## config.mk

```make
export PLATFORM = sky130hd
export DESIGN_NAME = layer2_sequencer
export DESIGN_NICKNAME = d
export VERILOG_FILES = /design/src/rtl/nn_pkg.sv /design/src/rtl/argmax_seq.sv /design/src/rtl/layer2_sequencer.sv
export SDC_FILE = /design/constraint.sdc
export NUM_CORES = 1
export LEC_CHECK = 0
export CORE_ASPECT_RATIO = 1.1
export CORE_MARGIN = 2
export CORE_UTILIZATION = 45
export DETAILED_ROUTE_END_ITERATION = 10
export HOLD_SLACK_MARGIN = 0.12
export PLACE_DENSITY = 0.95
export RECOVER_POWER = 25
export SLEW_MARGIN = 20
export SYNTH_ARGS = -nofsm -noshare
export SYNTH_HDL_FRONTEND = slang
export SYNTH_SLANG_ARGS = --single-unit
```

## constraint.sdc

```tcl
create_clock -name clk -period 8.7 [get_ports clk]
set_input_delay 1.74 -clock clk [delete_from_list [all_inputs] [get_ports clk]]
set_output_delay 1.74 -clock clk [all_outputs]
set_load 0.02 [all_outputs]
```

## src/rtl/nn_pkg.sv

```systemverilog
// rtl/nn_pkg.sv - shared sizing and FSM state encoding for the layer-2 sequencer
package nn_pkg;

  localparam int N_HIDDEN = 200;
  localparam int N_OUT    = 10;
  localparam int DW       = 16;

  typedef enum logic [2:0] {
    IDLE,
    CLEAR,
    WAIT_ACT,
    FETCH,
    DRAIN,
    ARGMAX,
    DONE
  } state_t;

endpackage

```

## src/rtl/argmax_seq.sv

```systemverilog
// rtl/argmax_seq.sv - sequential signed argmax over the accumulator bus, one compare per cycle
module argmax_seq #(
  parameter int N_OUT = nn_pkg::N_OUT,
  parameter int DW    = nn_pkg::DW
) (
  input  logic                clk,
  input  logic                reset,
  input  logic                start,
  input  logic [N_OUT*DW-1:0] acc_bus,
  output logic                done,
  output logic [3:0]          index
);
  import nn_pkg::*;

  localparam logic [3:0] LAST = 4'(N_OUT - 1);
  localparam logic signed [DW-1:0] MOST_NEG = {1'b1, {(DW-1){1'b0}}};

  logic signed [DW-1:0] acc [N_OUT];
  logic signed [DW-1:0] best_val;
  logic [3:0]           best_idx;
  logic [3:0]           cnt;
  logic                 running;
  logic                 take;

  for (genvar i = 0; i < N_OUT; i++) begin : g_unpack
    assign acc[i] = acc_bus[i*DW +: DW];
  end

  // Strict greater-than keeps the earliest index on ties; entry 0 always wins
  // against the seed because best_idx starts at 0.
  assign take  = acc[cnt] > best_val;
  assign done  = running && (cnt == LAST);
  assign index = take ? cnt : best_idx;

  always_ff @(posedge clk) begin
    if (reset) begin
      running  <= 1'b0;
      cnt      <= '0;
      best_idx <= '0;
      best_val <= MOST_NEG;
    end else if (start) begin
      running  <= 1'b1;
      cnt      <= '0;
      best_idx <= '0;
      best_val <= MOST_NEG;
    end else if (running) begin
      if (take) begin
        best_val <= acc[cnt];
        best_idx <= cnt;
      end
      if (cnt == LAST) begin
        running <= 1'b0;
      end else begin
        cnt <= cnt + 4'd1;
      end
    end
  end

endmodule

```

## src/rtl/layer2_sequencer.sv

```systemverilog
// rtl/layer2_sequencer.sv - sequences hidden activations and weight reads into the output MACs, then argmax
module layer2_sequencer #(
  parameter int N_HIDDEN = nn_pkg::N_HIDDEN,
  parameter int N_OUT    = nn_pkg::N_OUT,
  parameter int DW       = nn_pkg::DW
) (
  input  logic                clk,
  input  logic                reset,
  input  logic                start,
  input  logic                act_valid,
  input  logic [DW-1:0]       act_data,
  output logic                act_ready,
  output logic                w_re,
  output logic [7:0]          w_addr_row,
  output logic [3:0]          w_addr_col,
  output logic                mac_clear,
  output logic                mac_en,
  output logic [3:0]          mac_sel,
  output logic [DW-1:0]       act_q,
  input  logic [N_OUT*DW-1:0] acc_bus,
  output logic                busy,
  output logic                done,
  output logic [3:0]          class_out
);
  import nn_pkg::*;

  localparam logic [7:0] ROW_LAST = 8'(N_HIDDEN - 1);
  localparam logic [3:0] COL_LAST = 4'(N_OUT - 1);

  state_t     state;
  state_t     state_nxt;
  logic [7:0] row;
  logic [3:0] col;
  logic       am_start;
  logic       am_done;
  logic [3:0] am_index;

  always_ff @(posedge clk) begin
    if (reset) begin
      state <= IDLE;
    end else begin
      state <= state_nxt;
    end
  end

  always_comb begin
    state_nxt = state;
    act_ready = 1'b0;
    w_re      = 1'b0;
    mac_clear = 1'b0;
    busy      = 1'b1;
    done      = 1'b0;
    am_start  = 1'b0;
    case (state)
      IDLE: begin
        busy = 1'b0;
        if (start) state_nxt = CLEAR;
      end
      CLEAR: begin
        mac_clear = 1'b1;
        state_nxt = WAIT_ACT;
      end
      WAIT_ACT: begin
        act_ready = 1'b1;
        if (act_valid) state_nxt = FETCH;
      end
      FETCH: begin
        w_re = 1'b1;
        if (col == COL_LAST) state_nxt = DRAIN;
      end
      DRAIN: begin
        if (row == ROW_LAST) begin
          am_start  = 1'b1;
          state_nxt = ARGMAX;
        end else begin
          state_nxt = WAIT_ACT;
        end
      end
      ARGMAX: begin
        if (am_done) state_nxt = DONE;
      end
      DONE: begin
        done      = 1'b1;
        state_nxt = IDLE;
      end
      default: state_nxt = IDLE;
    endcase
  end

  assign w_addr_row = row;
  assign w_addr_col = col;

  // The weight SRAM answers one cycle after w_re, so the MAC strobe is the
  // read strobe delayed by one register stage.
  always_ff @(posedge clk) begin
    if (reset) begin
      row       <= '0;
      col       <= '0;
      act_q     <= '0;
      mac_en    <= 1'b0;
      mac_sel   <= '0;
      class_out <= '0;
    end else begin
      mac_en  <= w_re;
      mac_sel <= col;
      case (state)
        CLEAR: row <= '0;
        WAIT_ACT: begin
          if (act_valid) begin
            act_q <= act_data;
            col   <= '0;
          end
        end
        FETCH: begin
          if (col != COL_LAST) col <= col + 4'd1;
        end
        DRAIN: begin
          if (row != ROW_LAST) row <= row + 8'd1;
        end
        ARGMAX: begin
          if (am_done) class_out <= am_index;
        end
        default: ;
      endcase
    end
  end

  argmax_seq #(
    .N_OUT (N_OUT),
    .DW    (DW)
  ) u_argmax (
    .clk     (clk),
    .reset   (reset),
    .start   (am_start),
    .acc_bus (acc_bus),
    .done    (am_done),
    .index   (am_index)
  );

endmodule

```

==> results of run 1 <==
==> metal layers <==
metal  vias to the layer above  routed length [µm]
met5                         -                   0
met4                         0                 935
met3                        83                1820
met2                       355                8560
met1                      2368                6090
li1                       2252                   -
==> flip-flops by register name, indices dropped and copies added, names as in the netlist <==
signal,flops
u_argmax.cnt,4
act_q,16
u_argmax.best_idx,4
u_argmax.running,1
mac_sel,4
class_out,4
state,3
u_argmax.best_val,16
w_addr_row,8
w_addr_col,4
mac_en,1
==> synthesized netlist by cell type, types with 2 or more instances <==
cell      instances
nand2b_1          2
xor2_1            8
nor3_1           29
inv_1            24
nand3_1           6
nand2_1          63
a21o_1            2
nor3_2            3
o21ai_0          25
a311oi_1          3
o221a_2           2
nor2_1           30
buf_2             9
or3_1             2
and3_1            4
a21oi_1          55
o21a_1            2
buf_4             5
mux4_2           32
nand3b_1          4
nor3b_1           2
buf_6             2
a22oi_1          16
ha_1             21
dfxtp_1          65
nor4_1            2
o31a_1            2
buf_1             3
clkbuf_1         16
nor2b_1           5
or4_1             2
nand4_1           8
mux2_2           16
mux2i_1           3
nand4_4           2
==> critical path, delay by kind of cell <==
kind	cells	cell delay (ns)
simple gates	2	0.55
buf+inv	1	0.51
compound gates	6	1.94
mux	1	0.56
fa+ha+maj	1	0.38
==> stage by stage <==
step,hold slack [ns],utilization
after floorplan,0.448,-
after global placement,0.443,0.684
after detailed placement,0.450,0.684
after CTS,0.460,0.705
after global routing,0.473,0.707
final,0.457,0.707
==> power by group through the flow <==
stage	clock (mW)	combinational, mW	sequential, mW
after floorplan	0	0.0663	0.319
after global placement	0	0.175	0.316
after detailed placement	0	0.181	0.317
after CTS	0.266	0.183	0.310
after global routing	0.284	0.196	0.311
final	0.263	0.186	0.310
==> logic make-up (layout without fill, tap and decap cells) <==
family,after synthesis,count (layout),share of synthesized area
simple gates,172,172,0.194
compound gates,123,123,0.177
flops,65,65,0.287
buf+inv,61,265,0.0626
mux,51,51,0.205
fa+ha+maj,21,21,0.0579
xor+xnor,9,9,0.0174
other cells,0,4,0
==> placed cells by master, fill, tap and decap left out, drive strengths merged, types with 7 or more instances in the layout <==
| master | Yosys | routed |
|---|---|---|
| a21oi | 55 | 55 |
| a22oi | 16 | 16 |
| clkbuf | 17 | 10 |
| clkdlybuf4s50 | 0 | 220 |
| dfxtp | 65 | 65 |
| ha | 21 | 21 |
| inv | 24 | 25 |
| mux2 | 16 | 16 |
| mux4 | 32 | 32 |
| nand2 | 63 | 63 |
| nand3 | 7 | 7 |
| nand4 | 10 | 10 |
| nor2 | 31 | 31 |
| nor3 | 32 | 32 |
| o21ai | 26 | 26 |
| xor2 | 8 | 8 |
==> worst paths after layout <==
path              startpoint                    to
min reg2reg        act_q[12]             act_q[12]
max reg2reg  u_argmax.cnt[3]  u_argmax.best_idx[2]
max              acc_bus[58]  u_argmax.best_idx[2]
min                act_q[12]             act_q[12]
==> final cells by class <==
type,instances,area [µm²]
multi-input cells,376,2970
fillers,672,2890
repair buffers,224,2230
flip-flops and latches,65,1300
well taps,120,150
clock buffers,9,124
inverters,25,93.8
clock inverters,7,80.1
diodes,4,10.0
==> summary.txt, run 1 <==
Run status
  – Run status: finished with violations
  – Violated checks: max-capacitance violations, max-slew violations

Critical path
  – Reg-to-reg slack, setup: 3.91 ns
  – Largest stage delay, worst path: 0.73 ns
  – Startpoint Class: primary input
  – FF-to-FF path depth: 11
  – Most used cell along the critical path: o21ai_0
  – Cell Chain, Critical Path: clkdlybuf4s50_1 -> mux4_2 -> a22oi_1 -> o21ai_0 -> ha_1 -> nand4_1 -> or2_4 -> o22ai_1 -> o31a_1 -> o21ai_0 -> a21oi_1
  – WP data arrival: 5.69 ns
  – CP Capture Type: register
  – Worst-path fanout max: 20
  – Crit path required time: ~9 ns
  – Max stage delay cell, worst path: o31a_1
  – Setup CP Type: primary input to register

GRT
  – Routing usage on met2: 0.526
  – Vias in the first global route: slightly above 5000
  – GRT Total Usage: 0.304
  – Initial antenna violation count: 3
  – Most Crowded Layer GR: met2
  – Met1 Resource Use GR: 0.343
  – M3 GR Usage: 0.0839
  – First-pass GRT wire length: 25300 µm
  – Congestion Overflow GR: 0
  – Largest net degree at the start of global routing: 56

Timing
  – RSZ-0062 raised after global routing: false
  – Period Utilization, post-route: 0.624
  – Setup TNS: 0 ns
  – Slew Limit Fails: 39
  – Final setup margin: 3.27 ns
  – Setup-failing EPs final: 0
  – Fmax: 184 MHz
  – Max-slew headroom: -0.0476
  – Clk_skew: 0.0131 ns
  – Final Hold Viols: 0
  – Fin crit period: 5.43 ns
  – Worst Tran Pin Value: ~1.6 ns

CTS
  – Max Root-Sink Buffers: 2
  – Worst-Skew Late Latency: between 0.3 and 0.4 ns
  – Setup Fix Bufs, Post-CTS: 0
  – Root Driver: clkbuf_8
  – Post-CTS sizing: 0
  – CTS tree: done
  – Hold Buf Count CTS: 0
  – Htree depth: 3
  – Number of buffers created by CTS: 9
  – Clk sink count: 65
  – Clk slew on worst S/H paths: 0.08 ns

Synthesis
  – Synth warn: 0
  – Synth unique cells: 62
  – Async S/R FF share, synth: 0
  – Post-synth top area share: 0.287
  – Synthesized flop and latch total: 65
  – Post-synth top flop: dfxtp_1
  – Synth top area cells: dfxtp_1 (29%), mux4_2 (16%), a21oi_1 (6.1%)
  – Mapped Area: between 4000 and 5000 µm²
  – Sequential fraction of the synthesis area: 0.287
  – Post-synth EDFFs: 0
  – Cell taking the most area after synthesis: dfxtp_1
  – Mapped Cells: ~500
  – Mean area per synthesized cell: roughly 9.0 µm²
  – Syn_nets: between 700 and 800

Cells and area
  – Finished Cell Area: slightly below 7000 µm²
  – Layout Cells excl Fill: just over 800
  – Layout cells sized above 1: 0.126
  – Area Growth Syn to Fin: 53.3%
  – Nets@finish: roughly 900

Die
  – Full die area: 10900 µm²
  – Core area: 9840 µm²
  – # rows: 38
  – Die Y: between 100 and 150 µm
  – # IOs: around 220
  – Initial cell density of the core: 0.461
  – Die width: between 90 and 100 µm

Routing
  – Final ANT Viol Nets: 0
  – Remaining DRCs: 0
  – Drt pass-1 iters: 5
  – Via count: a little over 5000
  – Wire per inst: 21.0 µm
  – DR vias/cell: just over 6
  – Starting DRT DRC Count: roughly 420
  – Final wirelength: about 17000 µm

Job
  – Max-Cap Viols: 1

Placed design
  – Instance area at placement: 6740 µm²
  – RD Place Congestion: approximately 0.92
  – Hpwl dp: between 10000 and 15000 µm
  – Port buffer count: roughly 220
  – Placed Cells: 810
  – Setup WS pre-CTS: 3.15 ns

Power and ir drop
  – P_sw: just over 0.2 mW
  – Gate power share: 0.245
  – Clock Power Share: 0.347
  – Leakage power: between 2 and 2.5 nW
  – Seq pwr share: 0.408
  – Sw Ratio: 0.273
  – Power Dens Cells: between 100 and 150 nW/µm²
  – Max VDD drop: around 0.062 mV
  – Int Power: 0.552 mW
  – Power, Total: about 0.76 mW

Worst hold path
  – Hold Path Class: register to register
  – Worst hold path depth: 2
No activity file was read; power rests on OpenSTA's default activity.
==> run 2: changes to the inputs <==
--- a/config.mk
+++ b/config.mk
@@ -7,10 +7,10 @@
 export LEC_CHECK = 0
 export CORE_ASPECT_RATIO = 1.1
 export CORE_MARGIN = 2
-export CORE_UTILIZATION = 45
+export CORE_UTILIZATION = 41
 export DETAILED_ROUTE_END_ITERATION = 10
 export HOLD_SLACK_MARGIN = 0.12
-export PLACE_DENSITY = 0.95
+export PLACE_DENSITY = 0.92
 export RECOVER_POWER = 25
 export SLEW_MARGIN = 20
 export SYNTH_ARGS = -nofsm -noshare
==> constraint.sdc (replaced) <==
create_clock -name clk -period 5.5 [get_ports clk]
set_input_delay 1.1 -clock clk [delete_from_list [all_inputs] [get_ports clk]]
set_output_delay 1.1 -clock clk [all_outputs]
set_load 0.02 [all_outputs]
==> run 2 against run 1 <==
The flow still finishes with violations (max-capacitance violations, max-slew violations). Via count is 1.7% lower. Flip-flop and latch count unchanged. Sequential power increased by 59%. Core utilization down 4.6 points. Clock skew fell by 0.0050 ns. Sequential share of layout area is 0.56 points lower. Cell count is 3.1% higher. Clock power increased to 2.7 times the previous value. Combinational power up 55%. First-iteration DRC count down 17%.
==> summary.txt, run 2 (synthesis gave the netlist of run 1 again) <==
Run status
  – Violated checks: max-capacitance violations, max-slew violations
  – Run status: finished with violations

Routing
  – Drt pass-1 iters: 5 (unchanged)
  – DR vias/cell: 5.81 (-4.6%)
  – Final wirelength: 16300 µm (-6.2%)
  – Via count: 4974 (-1.7%)
  – Starting DRT DRC Count: 347 (-17%)
  – Final ANT Viol Nets: 0 (unchanged)
  – Wire per inst: 19.1 µm (-9.1%)
  – Remaining DRCs: 0 (unchanged)

CTS
  – Worst-Skew Late Latency: 0.34 ns (about the same)
  – CTS tree: done
  – Clk sink count: 65 (unchanged)
  – Post-CTS sizing: 0 (unchanged)
  – Hold Buf Count CTS: 0 (unchanged)
  – Root Driver: clkbuf_16
  – Number of buffers created by CTS: 9 (unchanged)
  – Max Root-Sink Buffers: 2 (unchanged)
  – Setup Fix Bufs, Post-CTS: 0 (unchanged)
  – Clk slew on worst S/H paths: 0.05 ns (-0.03 ns)
  – Htree depth: 3 (unchanged)

Job
  – Max-Cap Viols: 1 (unchanged)

Power and ir drop
  – Max VDD drop: 0.140 mV (+120%)
  – Power Dens Cells: 207 nW/µm² (+90%)
  – Leakage power: 2.48 nW (+4.2%)

Timing
  – Fin crit period: about 4.5 ns
  – Slew Limit Fails: 39 (unchanged)
  – Fmax: 224 MHz
  – Max-slew headroom: -0.0982 (-0.0506)
  – Setup TNS: 0 ns (unchanged)
  – Period Utilization, post-route: 0.812
  – Final Hold Viols: 0 (unchanged)
  – Clk_skew: 0.00802 ns (-0.00504 ns)
  – Setup-failing EPs final: 0 (unchanged)
  – RSZ-0062 raised after global routing: false
  – Worst Tran Pin Value: 1.65 ns (+0.0759 ns)
  – WHS: 0.458 ns (+0.00121 ns)

Cells and area
  – Most frequent cells in the layout: clkdlybuf4s50_1 (220), nand2_1 (63), dfxtp_1 (63)
  – Leading cell type in the layout, fill and taps excluded: clkdlybuf4s50_1
  – N_diodes: 0 (-4)
  – Area Growth Syn to Fin: 58.1%
  – Layout cells sized above 1: 0.130 (+0.00370)
  – Nets@finish: 905 (+0.33%)

Critical path
  – CP Capture Type: register
  – WP data arrival: 4.63 ns (-1.06 ns)
  – Startpoint Class: primary input
  – Setup CP Type: primary input to register
  – Top delay family on crit path: simple AND/OR/NAND/NOR gates
  – Crit path required time: 5.66 ns (-3.30 ns)
  – Most used cell along the critical path: o21ai_0
  – Worst-path fanout max: 20 (unchanged)
  – Largest stage delay, worst path: 0.57 ns (-0.16 ns)
  – Cell Chain, Critical Path: clkdlybuf4s50_1 -> mux4_2 -> a22oi_1 -> o21ai_0 -> ha_1 -> nand4_1 -> nor4_1 -> a311oi_1 -> and4_4 -> o21ai_0 -> a21oi_1
  – Max stage delay cell, worst path: nor4_1
  – Crit path buffers/inverters: 1 (unchanged)

GRT
  – Initial antenna violation count: 1 (-2)
  – GRT Total Usage: 0.265 (-0.0386)
  – Congestion Overflow GR: 0 (unchanged)
  – Vias in the first global route: 5023 (-0.24%)
  – Largest net degree at the start of global routing: 40 (-29%)
  – First-pass GRT wire length: 24900 µm (-1.8%)

Placed design
  – Hpwl dp: 12700 µm (-4.4%)
  – Port buffer count: 221 (unchanged)
  – RD Place Congestion: 0.967 (+4.6%)

Die
  – Initial cell density of the core: 0.418 (-0.0433)
  – Die Y: 114 µm (+4.6%)
  – Full die area: 11900 µm² (+9.4%)
  – Core area: 10900 µm² (+10%)
  – # IOs: 222 (unchanged)
  – Die width: 104 µm (+4.6%)
  – # rows: 40 (+5.3%)

Worst hold path
  – Hold Path Class: register to register
-- run 2: cell types whose count changed in the layout (fill, tap and decap cells not counted) --
cell,before,now
nor2b_2,1,0
nor2b_1,4,5
clkinvlp_4,2,0
diode_2,4,0
clkbuf_8,9,0
inv_6,1,0
dfxtp_2,1,2
buf_4,2,4
clkinv_4,3,2
clkbuf_16,0,9
buf_12,0,1
bufinv_16,1,4
clkinv_2,0,1
dfxtp_1,64,63
-- run 2: where the power goes --
group | switching, mW | total (mW) | leakage [nW] | internal (mW)
sequential | 0.0115 | 0.492 | 0.525 | 0.480
clock | 0.217 | 0.706 | 0.180 | 0.489
combinational | 0.108 | 0.288 | 1.78 | 0.180
-- run 2: area by class of cell --
class	count	area [µm²]
clock buffers	9	225
clock inverters	7	143
fillers	786	3680
inverters	25	93.8
multi-input cells	376	2960
flip-flops and latches	65	1300
well taps	147	184
repair buffers	227	2270
-- run 2: worst paths after layout --
path,start,end,slack [ns],cells after the start
worst max-delay path,acc_bus[7],u_argmax.best_idx[0],1.04,11
worst min-delay path,act_q[6],act_q[6],0.46,2
worst max register to register,u_argmax.cnt[0],u_argmax.best_idx[0],1.11,11
worst min register to register,act_q[6],act_q[6],0.46,2
-- run 2: through the flow --
step	power, mW	instance area, µm²	setup slack [ns]	utilization	instances
finish	1.49	7180	1.04	0.661	856
floorplan	0.610	4540	1.81	-	502
global placement	0.774	6810	1.10	0.627	840
detailed placement	0.785	6810	0.906	0.627	840
CTS	1.48	7170	1.08	0.660	856
global route	1.53	7180	0.850	0.661	856
-- run 2: worst register-to-register path, stage by stage (launching register included) --
cell,delay (ns)
dfxtp_2,0.66
buf_12,0.33
mux4_2,0.57
a22oi_1,0.22
o21ai_0,0.16
ha_1,0.41
nand4_1,0.37
nor4_1,0.57
a311oi_1,0.18
and4_4,0.33
o21ai_0,0.30
a21oi_1,0.12
-- run 2: per-layer routing --
| metal | global-route usage | vias to the layer above | wire (µm) |
|---|---|---|---|
| li1 | - | 2252 | - |
| met1 | 0.278 | 2363 | 5760 |
| met2 | 0.497 | 306 | 8490 |
| met3 | 0.0626 | 51 | 1420 |
| met4 | 0.131 | 2 | 631 |
| met5 | 0 | - | 14 |
==> run 3: changes to the inputs <==
--- a/config.mk
+++ b/config.mk
@@ -7,10 +7,10 @@
 export LEC_CHECK = 0
 export CORE_ASPECT_RATIO = 1.1
 export CORE_MARGIN = 2
-export CORE_UTILIZATION = 41
+export CORE_UTILIZATION = 37
 export DETAILED_ROUTE_END_ITERATION = 10
 export HOLD_SLACK_MARGIN = 0.12
-export PLACE_DENSITY = 0.92
+export PLACE_DENSITY = 0.88
 export RECOVER_POWER = 25
 export SLEW_MARGIN = 20
 export SYNTH_ARGS = -nofsm -noshare
==> constraint.sdc (replaced) <==
create_clock -name clk -period 3.66 [get_ports clk]
set_input_delay 0.732 -clock clk [delete_from_list [all_inputs] [get_ports clk]]
set_output_delay 0.732 -clock clk [all_outputs]
set_load 0.02 [all_outputs]
==> run 3 against run 2 <==
The run now ends clean. Cell area increased by 2.2%. Power increased by 36%. Sequential power increased by 50%. Clock power increased by 21%. Clock-buffer cell count unchanged. Cell count increased by 4.0%. Worst setup slack got worse by 0.91 ns. Largest power group unchanged.
==> summary.txt, run 3 (synthesis gave the netlist of run 1 again) <==
Die
  – # rows: 42 (+5.0%)
  – Die Y: 120 µm (+5.1%)
  – Die width: 110 µm (+5.1%)
  – Initial cell density of the core: 0.379 (-0.0391)
  – # IOs: 222 (unchanged)
  – Core area: 12000 µm² (+10%)
  – Full die area: 13200 µm² (+10%)

Power and ir drop
  – Leakage power: 2.59 nW (+4.1%)
  – Power Dens Cells: 276 nW/µm² (+33%)
  – Max VDD drop: 0.201 mV (+44%)

Critical path
  – Setup CP Type: primary input to register
  – Startpoint Class: primary input
  – Crit path required time: 3.94 ns (-1.72 ns)
  – Max stage delay cell, worst path: mux4_2
  – CP Capture Type: register
  – Crit path buffers/inverters: 3 (+2)
  – WP data arrival: 3.81 ns (-0.82 ns)
  – Worst-path fanout max: 4 (-80%)
  – Largest stage delay, worst path: 0.47 ns (-0.10 ns)
  – Cell Chain, Critical Path: clkdlybuf4s50_1 -> mux4_2 -> a22oi_1 -> o21ai_1 -> ha_1 -> nand4_1 -> buf_4 -> o41ai_4 -> buf_4 -> mux2i_1 -> a311oi_1 -> o221a_2
  – Most used cell along the critical path: buf_4
  – Top delay family on crit path: compound AO/OA/AOI/OAI gates

CTS
  – Post-CTS sizing: 0 (unchanged)
  – Clk slew on worst S/H paths: 0.06 ns (about the same)
  – Htree depth: 3 (unchanged)
  – Root Driver: clkbuf_16
  – Setup Fix Bufs, Post-CTS: 0 (unchanged)
  – Worst-Skew Late Latency: 0.33 ns (about the same)
  – Clk sink count: 65 (unchanged)
  – CTS tree: done
  – Max Root-Sink Buffers: 2 (unchanged)
  – Hold Buf Count CTS: 0 (unchanged)
  – Number of buffers created by CTS: 9 (unchanged)

GRT
  – First-pass GRT wire length: 23200 µm (-6.7%)
  – Initial antenna violation count: 0 (-1)
  – Vias in the first global route: 4986 (-0.74%)
  – GRT Total Usage: 0.224 (-0.0413)
  – Congestion Overflow GR: 0 (unchanged)
  – Largest net degree at the start of global routing: 39 (-2.5%)

Cells and area
  – Layout cells sized above 1: 0.163 (+0.0333)
  – Leading cell type in the layout, fill and taps excluded: clkdlybuf4s50_1
  – Finished Cell Area: 7340 µm² (+2.2%)
  – Area Growth Syn to Fin: 61.6%
  – Nets@finish: 932 (+3.0%)
  – N_diodes: 0 (unchanged)
  – Finished Core Util: 0.612 (-0.0486)
  – Most frequent cells in the layout: clkdlybuf4s50_1 (219), dfxtp_1 (63), nand2_1 (62)

Timing
  – Fin crit period: about 3.5 ns
  – Period Utilization, post-route: 0.965
  – Setup TNS: 0 ns (unchanged)
  – Clk_skew: 0.00934 ns (+0.00132 ns)
  – Max-slew headroom: 0.534 (+0.632)
  – Setup-failing EPs final: 0 (unchanged)
  – Fmax: 283 MHz
  – Worst Tran Pin Value: 0.698 ns (-0.950 ns)
  – Final Hold Viols: 0 (unchanged)
  – RSZ-0062 raised after global routing: true
  – Slew Limit Fails: 0 (-100%)

Routing
  – Via count: 4846 (-2.6%)
  – Final wirelength: 14600 µm (-10%)
  – Wire per inst: 16.5 µm (-14%)
  – Final ANT Viol Nets: 0 (unchanged)
  – DR vias/cell: 5.44 (-6.3%)
  – Remaining DRCs: 0 (unchanged)
  – Drt pass-1 iters: 5 (unchanged)
  – Starting DRT DRC Count: 309 (-11%)

Placed design
  – Port buffer count: 221 (unchanged)
  – RD Place Congestion: 0.843 (-13%)
  – Hpwl dp: 11600 µm (-8.3%)
  – Instance area at placement: 7030 µm² (+3.3%)

Job
  – Max-Cap Viols: 0 (-1)

Worst hold path
  – Hold Path Class: register to register

Run status
  – Run status: complete, no violations
## run 3: final timing paths
path / start / end / slack, ns / cells after the start
worst min register to register: act_q[15] / act_q[15] / 0.45 / 2
worst max-delay path: acc_bus[22] / class_out[0] / 0.13 / 12
worst max register to register: u_argmax.cnt[0] / class_out[0] / 0.23 / 12
worst min-delay path: act_q[15] / act_q[15] / 0.45 / 2
## run 3: metal layers
layer,GRT usage,part of all wire,vias up,wire (µm)
met5,0,0,-,0
met4,0.104,0.033,0,490
met3,0.0415,0.084,33,1230
met2,0.399,0.51,249,7520
met1,0.254,0.37,2255,5410
li1,-,-,2309,-
## run 3: cell type report
type | count | area (µm²)
fillers | 960 | 4640
multi-input cells | 376 | 2960
repair buffers | 254 | 2490
flip-flops and latches | 65 | 1300
clock buffers | 9 | 225
well taps | 154 | 193
inverters | 25 | 93.8
clock inverters | 7 | 71.3
## run 3: per-stage QoR
step / worst slack, ns / total power, mW / hold slack [ns] / instances
2_1_floorplan: 0.181 / 0.916 / 0.448 / 502
3_3_place_gp: -0.203 / 1.17 / 0.441 / 874
3_5_place_dp: -0.240 / 1.18 / 0.446 / 874
4_1_cts: 0.104 / 2.04 / 0.454 / 890
5_1_grt: -0.0163 / 2.10 / 0.468 / 890
6_report: 0.127 / 2.03 / 0.449 / 890
## run 3: worst reg2reg max path, stage by stage, from the launching register on
cell      delay (ns)
dfxtp_2         0.38
buf_12          0.25
mux4_2          0.55
a22oi_1         0.21
o21ai_0         0.14
ha_1            0.36
nand4_1         0.18
buf_4           0.20
o41ai_4         0.36
buf_4           0.20
mux2i_1         0.07
a311oi_1        0.28
o221a_2         0.21
## run 3: power by group
group / switching [mW] / total [mW] / internal [mW]
clock network: 0.329 / 0.855 / 0.525
logic: 0.155 / 0.433 / 0.278
registers: 0.0158 / 0.738 / 0.722
total: 0.500 / 2.03 / 1.53
